`src/rtl/bitfusion_pkg.sv`:
```
// ---------------------------------------------------------------------------
// bitfusion_pkg
// Shared definitions for the bitfusion dot-product sequencer:
//   - state_t       : job sequencer states
//   - W1/W2/W4      : the only operand precisions the fused multiplier accepts
//   - PSUM_W        : width of the multiplier's partial-product output
//   - psum_extend   : sign/zero extension of a psum to 32 bits
//   - width_ok      : legality check of one precision/sign pair
//   - width_mask    : operand mask keeping only the meaningful low bits
// ---------------------------------------------------------------------------
package bitfusion_pkg;

    typedef enum logic [1:0] {
        IDLE  = 2'd0,
        RUN   = 2'd1,
        DRAIN = 2'd2,
        DONE  = 2'd3
    } state_t;

    localparam logic [2:0] W1 = 3'd1;
    localparam logic [2:0] W2 = 3'd2;
    localparam logic [2:0] W4 = 3'd4;

    localparam int PSUM_W = 8;

    // Extends a psum to 32 bits; the caller truncates to its accumulator
    // width, so accumulators wider than 32 bits are not supported.
    function automatic logic [31:0] psum_extend(input logic [PSUM_W-1:0] psum,
                                                input logic              is_signed);
        logic [31:0] ext;
        if (is_signed)
            ext = {{(32-PSUM_W){psum[PSUM_W-1]}}, psum};
        else
            ext = {{(32-PSUM_W){1'b0}}, psum};
        return ext;
    endfunction

    // A 1-bit operand has no room for a sign bit, so signed width 1 is illegal.
    function automatic logic width_ok(input logic [2:0] width,
                                      input logic       is_signed);
        return (width == W2) || (width == W4) || ((width == W1) && !is_signed);
    endfunction

    function automatic logic [3:0] width_mask(input logic [2:0] width);
        logic [3:0] mask;
        case (width)
            W1:      mask = 4'b0001;
            W2:      mask = 4'b0011;
            default: mask = 4'b1111;
        endcase
        return mask;
    endfunction

endpackage

```
`src/rtl/bitfusion_lat_pipe.sv`:
```
// ---------------------------------------------------------------------------
// bitfusion_lat_pipe
// DEPTH-deep shift register of issue-valid tokens. A token entered with an
// operand pair leaves exactly DEPTH cycles later, which is when the matching
// psum is present on the multiplier output.
// Ports:
//   clk     - clock, rising edge
//   rst     - asynchronous active-high reset, empties the pipe
//   i_valid - token inserted this cycle (operand handshake)
//   o_valid - token leaving the pipe (psum ready to retire)
// ---------------------------------------------------------------------------
module bitfusion_lat_pipe #(
    parameter int DEPTH = 2
) (
    input  logic clk,
    input  logic rst,
    input  logic i_valid,
    output logic o_valid
);

    logic [DEPTH-1:0] r_tok;

    // Stage 0 takes the new token, each later stage takes its predecessor.
    always_ff @(posedge clk or posedge rst) begin
        if (rst) begin
            r_tok <= '0;
        end else begin
            r_tok[0] <= i_valid;
            for (int i = 1; i < DEPTH; i++) begin
                r_tok[i] <= r_tok[i-1];
            end
        end
    end

    assign o_valid = r_tok[DEPTH-1];

endmodule

```
`src/rtl/bitfusion_dot_seq.sv`:
```
// ---------------------------------------------------------------------------
// bitfusion_dot_seq
// Job sequencer for one bitfusion_top fused multiplier. Accepts a job config,
// streams N operand pairs into the multiplier one per cycle, retires each
// psum MULT_LAT cycles after issue and accumulates a dot-product result.
// Ports:
//   clk, rst                  - clock / asynchronous active-high reset
//   cfg_*                     - job config handshake (precisions, signs, N)
//   op_*                      - operand pair stream handshake
//   mul_*                     - drive / observe the fused multiplier
//   res_valid/ready/data/err  - result handshake, res_err flags a rejected job
//   busy                      - a job is in progress or its result is pending
// ---------------------------------------------------------------------------
module bitfusion_dot_seq import bitfusion_pkg::*; #(
    parameter int LEN_W    = 8,
    parameter int ACC_W    = 16,
    parameter int MULT_LAT = 2
) (
    input  logic              clk,
    input  logic              rst,
    input  logic              cfg_valid,
    output logic              cfg_ready,
    input  logic [2:0]        cfg_in_width,
    input  logic [2:0]        cfg_weight_width,
    input  logic              cfg_s_in,
    input  logic              cfg_s_weight,
    input  logic [LEN_W-1:0]  cfg_len,
    input  logic              op_valid,
    output logic              op_ready,
    input  logic [3:0]        op_in,
    input  logic [3:0]        op_weight,
    output logic [3:0]        mul_in,
    output logic [3:0]        mul_weight,
    output logic [2:0]        mul_in_width,
    output logic [2:0]        mul_weight_width,
    output logic              mul_s_in,
    output logic              mul_s_weight,
    input  logic [PSUM_W-1:0] mul_psum,
    output logic              res_valid,
    input  logic              res_ready,
    output logic [ACC_W-1:0]  res_data,
    output logic              res_err,
    output logic              busy
);

    state_t             r_state;
    logic [LEN_W-1:0]   r_len;
    logic [LEN_W-1:0]   r_issued;
    logic [LEN_W-1:0]   r_retired;
    logic [ACC_W-1:0]   r_acc;
    logic [ACC_W-1:0]   r_resData;
    logic               r_resErr;
    logic [3:0]         r_mulIn;
    logic [3:0]         r_mulWeight;
    logic [2:0]         r_mulInWidth;
    logic [2:0]         r_mulWeightWidth;
    logic               r_mulSIn;
    logic               r_mulSWeight;

    logic               w_cfgLegal;
    logic               w_jobStart;
    logic               w_opFire;
    logic               w_tokOut;
    logic [ACC_W-1:0]   w_psumExt;

    assign cfg_ready = (r_state == IDLE);
    assign busy      = (r_state != IDLE);
    assign res_valid = (r_state == DONE);
    assign op_ready  = (r_state == RUN) && (r_issued < r_len);

    assign w_cfgLegal = width_ok(cfg_in_width, cfg_s_in) &&
                        width_ok(cfg_weight_width, cfg_s_weight);
    // A legal non-empty job clears the accumulation state as it enters RUN.
    assign w_jobStart = cfg_valid && cfg_ready && w_cfgLegal && (cfg_len != '0);
    assign w_opFire   = op_valid && op_ready;

    // The psum is interpreted as signed whenever either operand is signed.
    assign w_psumExt = ACC_W'(psum_extend(mul_psum, r_mulSIn | r_mulSWeight));

    bitfusion_lat_pipe #(
        .DEPTH   (MULT_LAT)
    ) u_latPipe (
        .clk     (clk),
        .rst     (rst),
        .i_valid (w_opFire),
        .o_valid (w_tokOut)
    );

    // Job FSM together with everything it registers: latched config that
    // drives the multiplier, issued operands, issue count and the result.
    // Operands are masked to the configured width so garbage upper bits never
    // reach the multiplier; during bubbles the operand registers simply hold.
    always_ff @(posedge clk or posedge rst) begin
        if (rst) begin
            r_state          <= IDLE;
            r_len            <= '0;
            r_issued         <= '0;
            r_resData        <= '0;
            r_resErr         <= 1'b0;
            r_mulIn          <= '0;
            r_mulWeight      <= '0;
            r_mulInWidth     <= W4;
            r_mulWeightWidth <= W4;
            r_mulSIn         <= 1'b0;
            r_mulSWeight     <= 1'b0;
        end else begin
            case (r_state)
                IDLE: begin
                    if (cfg_valid) begin
                        if (!w_cfgLegal) begin
                            r_state   <= DONE;
                            r_resErr  <= 1'b1;
                            r_resData <= '0;
                        end else begin
                            r_mulInWidth     <= cfg_in_width;
                            r_mulWeightWidth <= cfg_weight_width;
                            r_mulSIn         <= cfg_s_in;
                            r_mulSWeight     <= cfg_s_weight;
                            r_len            <= cfg_len;
                            r_issued         <= '0;
                            if (cfg_len == '0) begin
                                r_state   <= DONE;
                                r_resErr  <= 1'b0;
                                r_resData <= '0;
                            end else begin
                                r_state <= RUN;
                            end
                        end
                    end
                end
                RUN: begin
                    if (w_opFire) begin
                        r_mulIn     <= op_in & width_mask(r_mulInWidth);
                        r_mulWeight <= op_weight & width_mask(r_mulWeightWidth);
                        r_issued    <= r_issued + 1'b1;
                    end
                    // Uses the registered count, so the move to DRAIN lands
                    // one cycle after the Nth handshake.
                    if (r_issued == r_len) begin
                        r_state <= DRAIN;
                    end
                end
                DRAIN: begin
                    if (r_retired == r_len) begin
                        r_state   <= DONE;
                        r_resData <= r_acc;
                        r_resErr  <= 1'b0;
                    end
                end
                DONE: begin
                    if (res_ready) begin
                        r_state <= IDLE;
                    end
                end
                default: r_state <= IDLE;
            endcase
        end
    end

    // Retire path: runs independently of issue, so a handshake and a retire
    // in the same cycle are both honoured. The sum wraps modulo 2^ACC_W.
    always_ff @(posedge clk or posedge rst) begin
        if (rst) begin
            r_acc     <= '0;
            r_retired <= '0;
        end else if (w_jobStart) begin
            r_acc     <= '0;
            r_retired <= '0;
        end else if (w_tokOut) begin
            r_acc     <= r_acc + w_psumExt;
            r_retired <= r_retired + 1'b1;
        end
    end

    assign mul_in           = r_mulIn;
    assign mul_weight       = r_mulWeight;
    assign mul_in_width     = r_mulInWidth;
    assign mul_weight_width = r_mulWeightWidth;
    assign mul_s_in         = r_mulSIn;
    assign mul_s_weight     = r_mulSWeight;
    assign res_data         = r_resData;
    assign res_err          = r_resErr;

endmodule

```
`config.mk`:
```
export PLATFORM = sky130hd
export DESIGN_NAME = bitfusion_dot_seq
export DESIGN_NICKNAME = d
export VERILOG_FILES = /design/src/rtl/bitfusion_pkg.sv /design/src/rtl/bitfusion_lat_pipe.sv /design/src/rtl/bitfusion_dot_seq.sv
export SDC_FILE = /design/constraint.sdc
export NUM_CORES = 1
export LEC_CHECK = 0
export CAP_MARGIN = 20
export CORE_UTILIZATION = 35
export DETAILED_ROUTE_END_ITERATION = 8
export SLEW_MARGIN = 10
export SYNTH_ARGS = -nofsm -noshare
export SYNTH_HDL_FRONTEND = slang
export SYNTH_SLANG_ARGS = --single-unit
```
`constraint.sdc`:
```
create_clock -name clk -period 4 [get_ports clk]
set_clock_uncertainty 0.2 [all_clocks]
set_input_delay 1.2 -clock clk [delete_from_list [all_inputs] [get_ports clk]]
set_output_delay 1.2 -clock clk [all_outputs]
set_load 0.01 [all_outputs]
```
# After elaboration in Yosys (flattened, before gate mapping)
# Index checks and enable logic that the tools add are counted.
[word_totals]
inputBits = 37
regBits = 77
elab_cells = 101
[classes]
reduce_logical = 26
add_sub_neg = 3
n_eq_ne = 22
muxes = 32
bitwise = 3
magnitude_cmp = 1
[ops]
columns = ["operator", "count"]
rows = [
  ["$mux 16", 7],
  ["$mux 8", 5],
  ["$pmux 16 s2", 1],
  ["$add 16x16->16", 1],
  ["$add 8x1->8 const B", 2],
  ["$eq 8x8->1", 2],
  ["$mux 4", 4],
  ["$pmux 4 s2", 2],
  ["$pmux 8 s2", 1],
  ["$eq 3x1->1 const B", 4],
  ["$eq 3x2->1 const B", 4],
  ["$mux 2", 6],
  ["$reduce_and 4->1", 3],
  ["$and 4x4->4", 2],
  ["$logic_and 1x1->1", 8],
  ["$logic_not 8->1", 1],
  ["$lt 8x8->1", 1],
  ["$ne 2x1->1 const B", 4],
  ["$pmux 2 s4", 1],
  ["$reduce_bool 2->1", 4],
  ["$reduce_bool 8->1", 1],
  ["$eq 3x3->1 const B", 2],
  ["$eq 2x2->1 const B", 2],
  ["$logic_or 1x1->1", 4],
  ["10 further kinds", 15],
]

# Logic depth before layout (Yosys ltp)
# Gate-level depths: netlist of run 1.
[depth]
ltp_word = 7
ltp_mapped = 11

# Hierarchy
# A second synthesis of run 1 with hierarchy kept.
[unflattened]
cells_unflattened = 422
area_unflattened_um2 = 4344.2
[modules_own_cells]
columns = ["mod", "instances", "cells_each", "area_per_inst_um2", "seq_area_each_um2"]
rows = [
  ["bitfusion_dot_seq", 1, 419, 4290.4, 1879.3],
  ["bitfusion_lat_pipe", 1, 3, 53.8, 50.0],
]

# Worst setup path after synthesis of run 1
# No wires, ideal clock.
[synth_path]
path_kind = "input -> register"
startpoint = "input port mul_psum[0]"
endpoint = "register r_acc[12]"
arrival_time_ps = 3174
cell_stages = 9
slack_ps = 482
required_ps = 3656
path_cell_list = "ha_1 > fa_1 > a21o_1 > a221oi_1 > o21ai_0 > a21o_1 > a21oi_1 > or4b_1 > o311ai_1"
[synth_via]
elab_chain_cells = 4
[synth_rtl]
columns = ["element", "line_no", "rtl"]
rows = [
  ["from (decl)", "bitfusion_dot_seq.sv:38", "input logic [PSUM_W-1:0] mul_psum,"],
  ["$mux 16", "bitfusion_pkg.sv:31", "if (is_signed)"],
  ["$add 16x16->16", "bitfusion_dot_seq.sv:170", "r_acc <= r_acc + w_psumExt;"],
  ["$mux 16", "bitfusion_dot_seq.sv:169", "end else if (w_tokOut) begin"],
  ["$mux 16", "bitfusion_dot_seq.sv:166", "end else if (w_jobStart) begin"],
  ["to (signal assigned)", "bitfusion_dot_seq.sv:170", ""],
  ["to (decl)", "bitfusion_dot_seq.sv:50", "logic [ACC_W-1:0] r_acc;"],
]
# Every way passes these cells. The select of a mux whose other input is x is not followed.
# A chain may end at the register's enable or synchronous reset.

# Final worst setup path of run 1
[layout_path]
startpoint = "register r_state[1]"
endpoint = "output port op_ready"
[layout_via]
elab_chain_cells = 2
[layout_rtl]
columns = ["element", "line_no", "rtl"]
rows = [
  ["from (decl)", "bitfusion_dot_seq.sv:46", "state_t r_state;"],
  ["from (signal assigned)", "bitfusion_dot_seq.sv:95", "r_state <= IDLE;"],
  ["from (signal assigned)", "bitfusion_dot_seq.sv:111", "r_state <= DONE;"],
  ["from (signal assigned)", "bitfusion_dot_seq.sv:122", "r_state <= DONE;"],
  ["$eq 2x1->1", "bitfusion_dot_seq.sv:69", "assign op_ready = (r_state == RUN) && (r_issued < r_len);"],
  ["$logic_and 1x1->1", "bitfusion_dot_seq.sv:69", ""],
  ["to (decl)", "bitfusion_dot_seq.sv:29", "output logic op_ready,"],
]
# Every way passes these cells.

==> impl_metrics.py, run 1 <==
metrics = {
    "status": {
        "outcome": "finished, final reports clean",
    },
    "setup_path": {
        "crit_type": "reg -> out",
        "path_cells": "inv_1 -> ha_1 -> nand2b_1 -> a21oi_4 -> nor2b_1 -> clkdlybuf4s50_1",
        "crit_slowest_cell": "clkdlybuf4s50_1",
        "cp_max_fo": 11,
        "end_kind": "output port",
        "reg2regPathDepth": 8,
        "start_kind": "register",
        "required_ns": 2.60,
        "worstSetupPathDepth": 6,
        "cp.arrival_ns": 2.40,
        "slowest_delay_ns": 0.56,
        "cp_top_family": "buffers and inverters",
        "cp_num_buf_inv": 2,
        "rrSetupSlack_ns": 1.26,
    },
    "placement": {
        "gp_congestion": 0.8645,
        "dp_hpwl_um": 7701,
        "io_buffers": 73,
    },
    "power": {
        "power.leakage_uw": 0.002567,
        "irDropWorstVdd_uv": 188.5,
        "powerDensity_mw_per_mm2": 305.8,
    },
    "hold_path": {
        "hold_path.class": "reg -> reg",
        "hold-path-cell-count": 0,
    },
    "synth": {
        "yosysMostFrequentCell": "nand2_1",
        "synth_compound_area_share_pct": 14.92,
        "synthMuxAreaShare_pct": 4.848,
        "yosys_warnings": 0,
        "synthTopCellsByArea": "dfrtp_1 43%, ha_1 8.3%, nand2_1 7.1%",
        "yosysTopAreaCell": "dfrtp_1",
        "synth_fa_ha_area_share_pct": 8.778,
        "synth_top_area_share_pct": 43.03,
        "synth_flop_cell": "dfrtp_1",
        "synth_top_family_by_area": "simple AND/OR/NAND/NOR gates",
        "synthArstFlopShare_pct": 100.0,
        "yosysSeqAreaShare_pct": 44.23,
        "yosys.area_share.simple_pct": 17.90,
        "synthCells": 461,
        "synth.avg_cell_area_um2": 9.461,
        "synth_edf_count": 0,
        "yosys_register_bits": 77,
        "synth.distinct_cells": 59,
        "synthesis.area_mm2": 0.004362,
        "synth_fp_nets": 528,
        "yosys-top-cells-count": "83 x nand2_1, 75 x dfrtp_1, 29 x ha_1",
        "synth_xor_area_share_pct": 5.823,
    },
    "die": {
        "die_w_um": 113.6,
        "dieArea_mm2": 0.01291,
        "rows": 40,
        "core_region_area_mm2": 0.01206,
        "start_util_pct": 36.16,
        "ios": 74,
        "die_h_um": 113.6,
    },
    "sta": {
        "fin_tns_setup_ns": 0,
        "rsz0062_at_grt": "false",
        "max_freq_mhz": 262.9,
        "fin_crit_sh_pct": 95.08,
        "period_minus_slack_ns": 3.803,
        "setup_viol": 0,
        "drv_slew": 0,
        "worst_slew_pin_slew_ns": 0.8442,
        "final-hold-violation-count": 0,
        "slew_headroom_pct": 43.64,
    },
    "detailed_routing": {
        "vias": 3553,
        "first_iter_violations": 182,
        "drcViolationCount": 0,
        "wirelength_um": 10250,
        "drtAntennaViolNets": 0,
        "firstDrtPassIters": 4,
        "viasPerCell": 4.969,
        "avgRoutedWirePerCell_um": 14.33,
    },
    "clock_network": {
        "clock_latency_ns": 0.33,
        "cts_tree": "done",
        "cts_buffers": 9,
        "ctsHtreeMaxLevel": 3,
        "clkSinkCount": 77,
        "cts_root_buf": "clkbuf_16",
        "clockBufferDepth": 2,
        "path_clk_slew_ns": 0.06,
    },
    "grt": {
        "antenna_found_initial": 0,
        "grt_pass1_wl_um": 17160,
        "grt_overflow": 0,
        "grt_pass1_vias": 3542,
        "gr-usage-all-layers_pct": 17.02,
        "grt_max_degree": 39,
    },
    "cells_and_area": {
        "drive_above_1_share_pct": 8.775,
        "final_core_util_pct": 46.97,
        "fillers": 1156,
        "n_antenna_cell": 0,
        "layout.nets": 609,
        "syn2layout_area_growth_pct": 29.89,
    },
    "flow_run": {
        "cap_violations": 0,
    },
}
==> layout make-up <==
class	instances	area, um^2	area share, %
Clock buffer	12	236.5	4.174
Clock inverter	4	75.07	1.325
Inverter	22	82.58	1.458
Multi-Input combinational cell	345	2283	40.30
Sequential cell	77	1929	34.05
Tap cell	168	210.2	3.710
Timing Repair Buffer	87	848.3	14.97
==> cell families (layout without fill, tap and decap cells) <==
group / after synthesis / count (layout)
AND/OR/NAND/NOR: 167 / 167
AO/OA/AOI/OAI: 99 / 99
flip-flops: 77 / 77
buffers and inverters: 39 / 125
adder cells (fa/ha/maj): 30 / 30
XOR/XNOR: 29 / 29
multiplexers: 20 / 20
==> per-layer routing <==
metal / part of all wire [%] / routed length, um / track usage (%) / vias to the layer above
li1: - / - / - / 1779
met1: 48 / 4935 / 22.64 / 1695
met2: 45 / 4649 / 26.67 / 62
met3: 4.5 / 465 / 4.623 / 17
met4: 1.9 / 194 / 6.053 / 0
met5: 0 / 0 / 0 / -
==> worst reg2reg max path: stages (launching register included) <==
cell	delay (ns)
dfrtp_1	0.40
inv_1	0.11
ha_1	0.44
nand2b_1	0.17
a21oi_4	0.19
nand2_2	0.09
or4_1	0.52
mux2_1	0.33
a22o_1	0.17
==> metrics by stage <==
step	hold slack (ns)	total power, uW	std cells	cell area, um^2	setup slack [ns]
after floorplan	0.1312	825.9	461	4362	0.4821
after global placement	0.1315	879.1	699	5350	0.07346
after detailed placement	0.1358	880.3	699	5350	0.02340
after CTS	0.1493	1752	715	5662	0.08155
after global routing	0.1647	1790	715	5665	0.03959
final	0.1459	1733	715	5665	0.1969
==> registers in the layout (all words and copies together) (netlist names) <==
signal            count
u_latPipe.r_tok       2
r_issued              8
res_err               1
res_data             16
mul_weight            4
mul_s_in              1
r_acc                16
mul_weight_width      3
r_state               2
mul_s_weight          1
r_retired             8
mul_in_width          3
mul_in                4
r_len                 8
==> path summary, 6_finish.rpt <==
path                                           end                from
worst max-delay path                      op_ready          r_state[1]
worst min-delay path            u_latPipe.r_tok[1]  u_latPipe.r_tok[0]
worst max register to register         r_issued[5]          r_state[1]
worst min register to register  u_latPipe.r_tok[1]  u_latPipe.r_tok[0]
max in group asynchronous              res_data[4]                 rst
min in group asynchronous               r_state[1]                 rst
==> power by group <==
part           internal, uW  total, uW  switching (uW)
Combinational          46.3       85.3            39.0
Sequential              779        779               0
Clock                   547        868             321
Total                  1370       1730             360
==> cell usage in the layout (no fill, tap or decap), types with 13 or more instances in the layout <==
master and instances:
nand2_1 83, dfrtp_1 75, clkdlybuf4s50_1 73, ha_1 29, nor2_1 28, o21ai_0 27, inv_1 21, xnor2_1 17
o21ai_1 14, a21oi_1 13, buf_4 13
==> what timing repair did <==
item | CTS | global route
setup endpoints to repair | 0 | 1
resized for setup | 0 | 1
hold buffers | 0 | 0
buffers inserted | 0 | 0
No activity file was read; power rests on OpenSTA's default activity.
==> run 2, diff against run 1 <==
- CTS_CLUSTER_DIAMETER: not set -> 150
==> results of run 2 <==
Same layout as run 1: the final DEF is identical, and so are final timing and power.
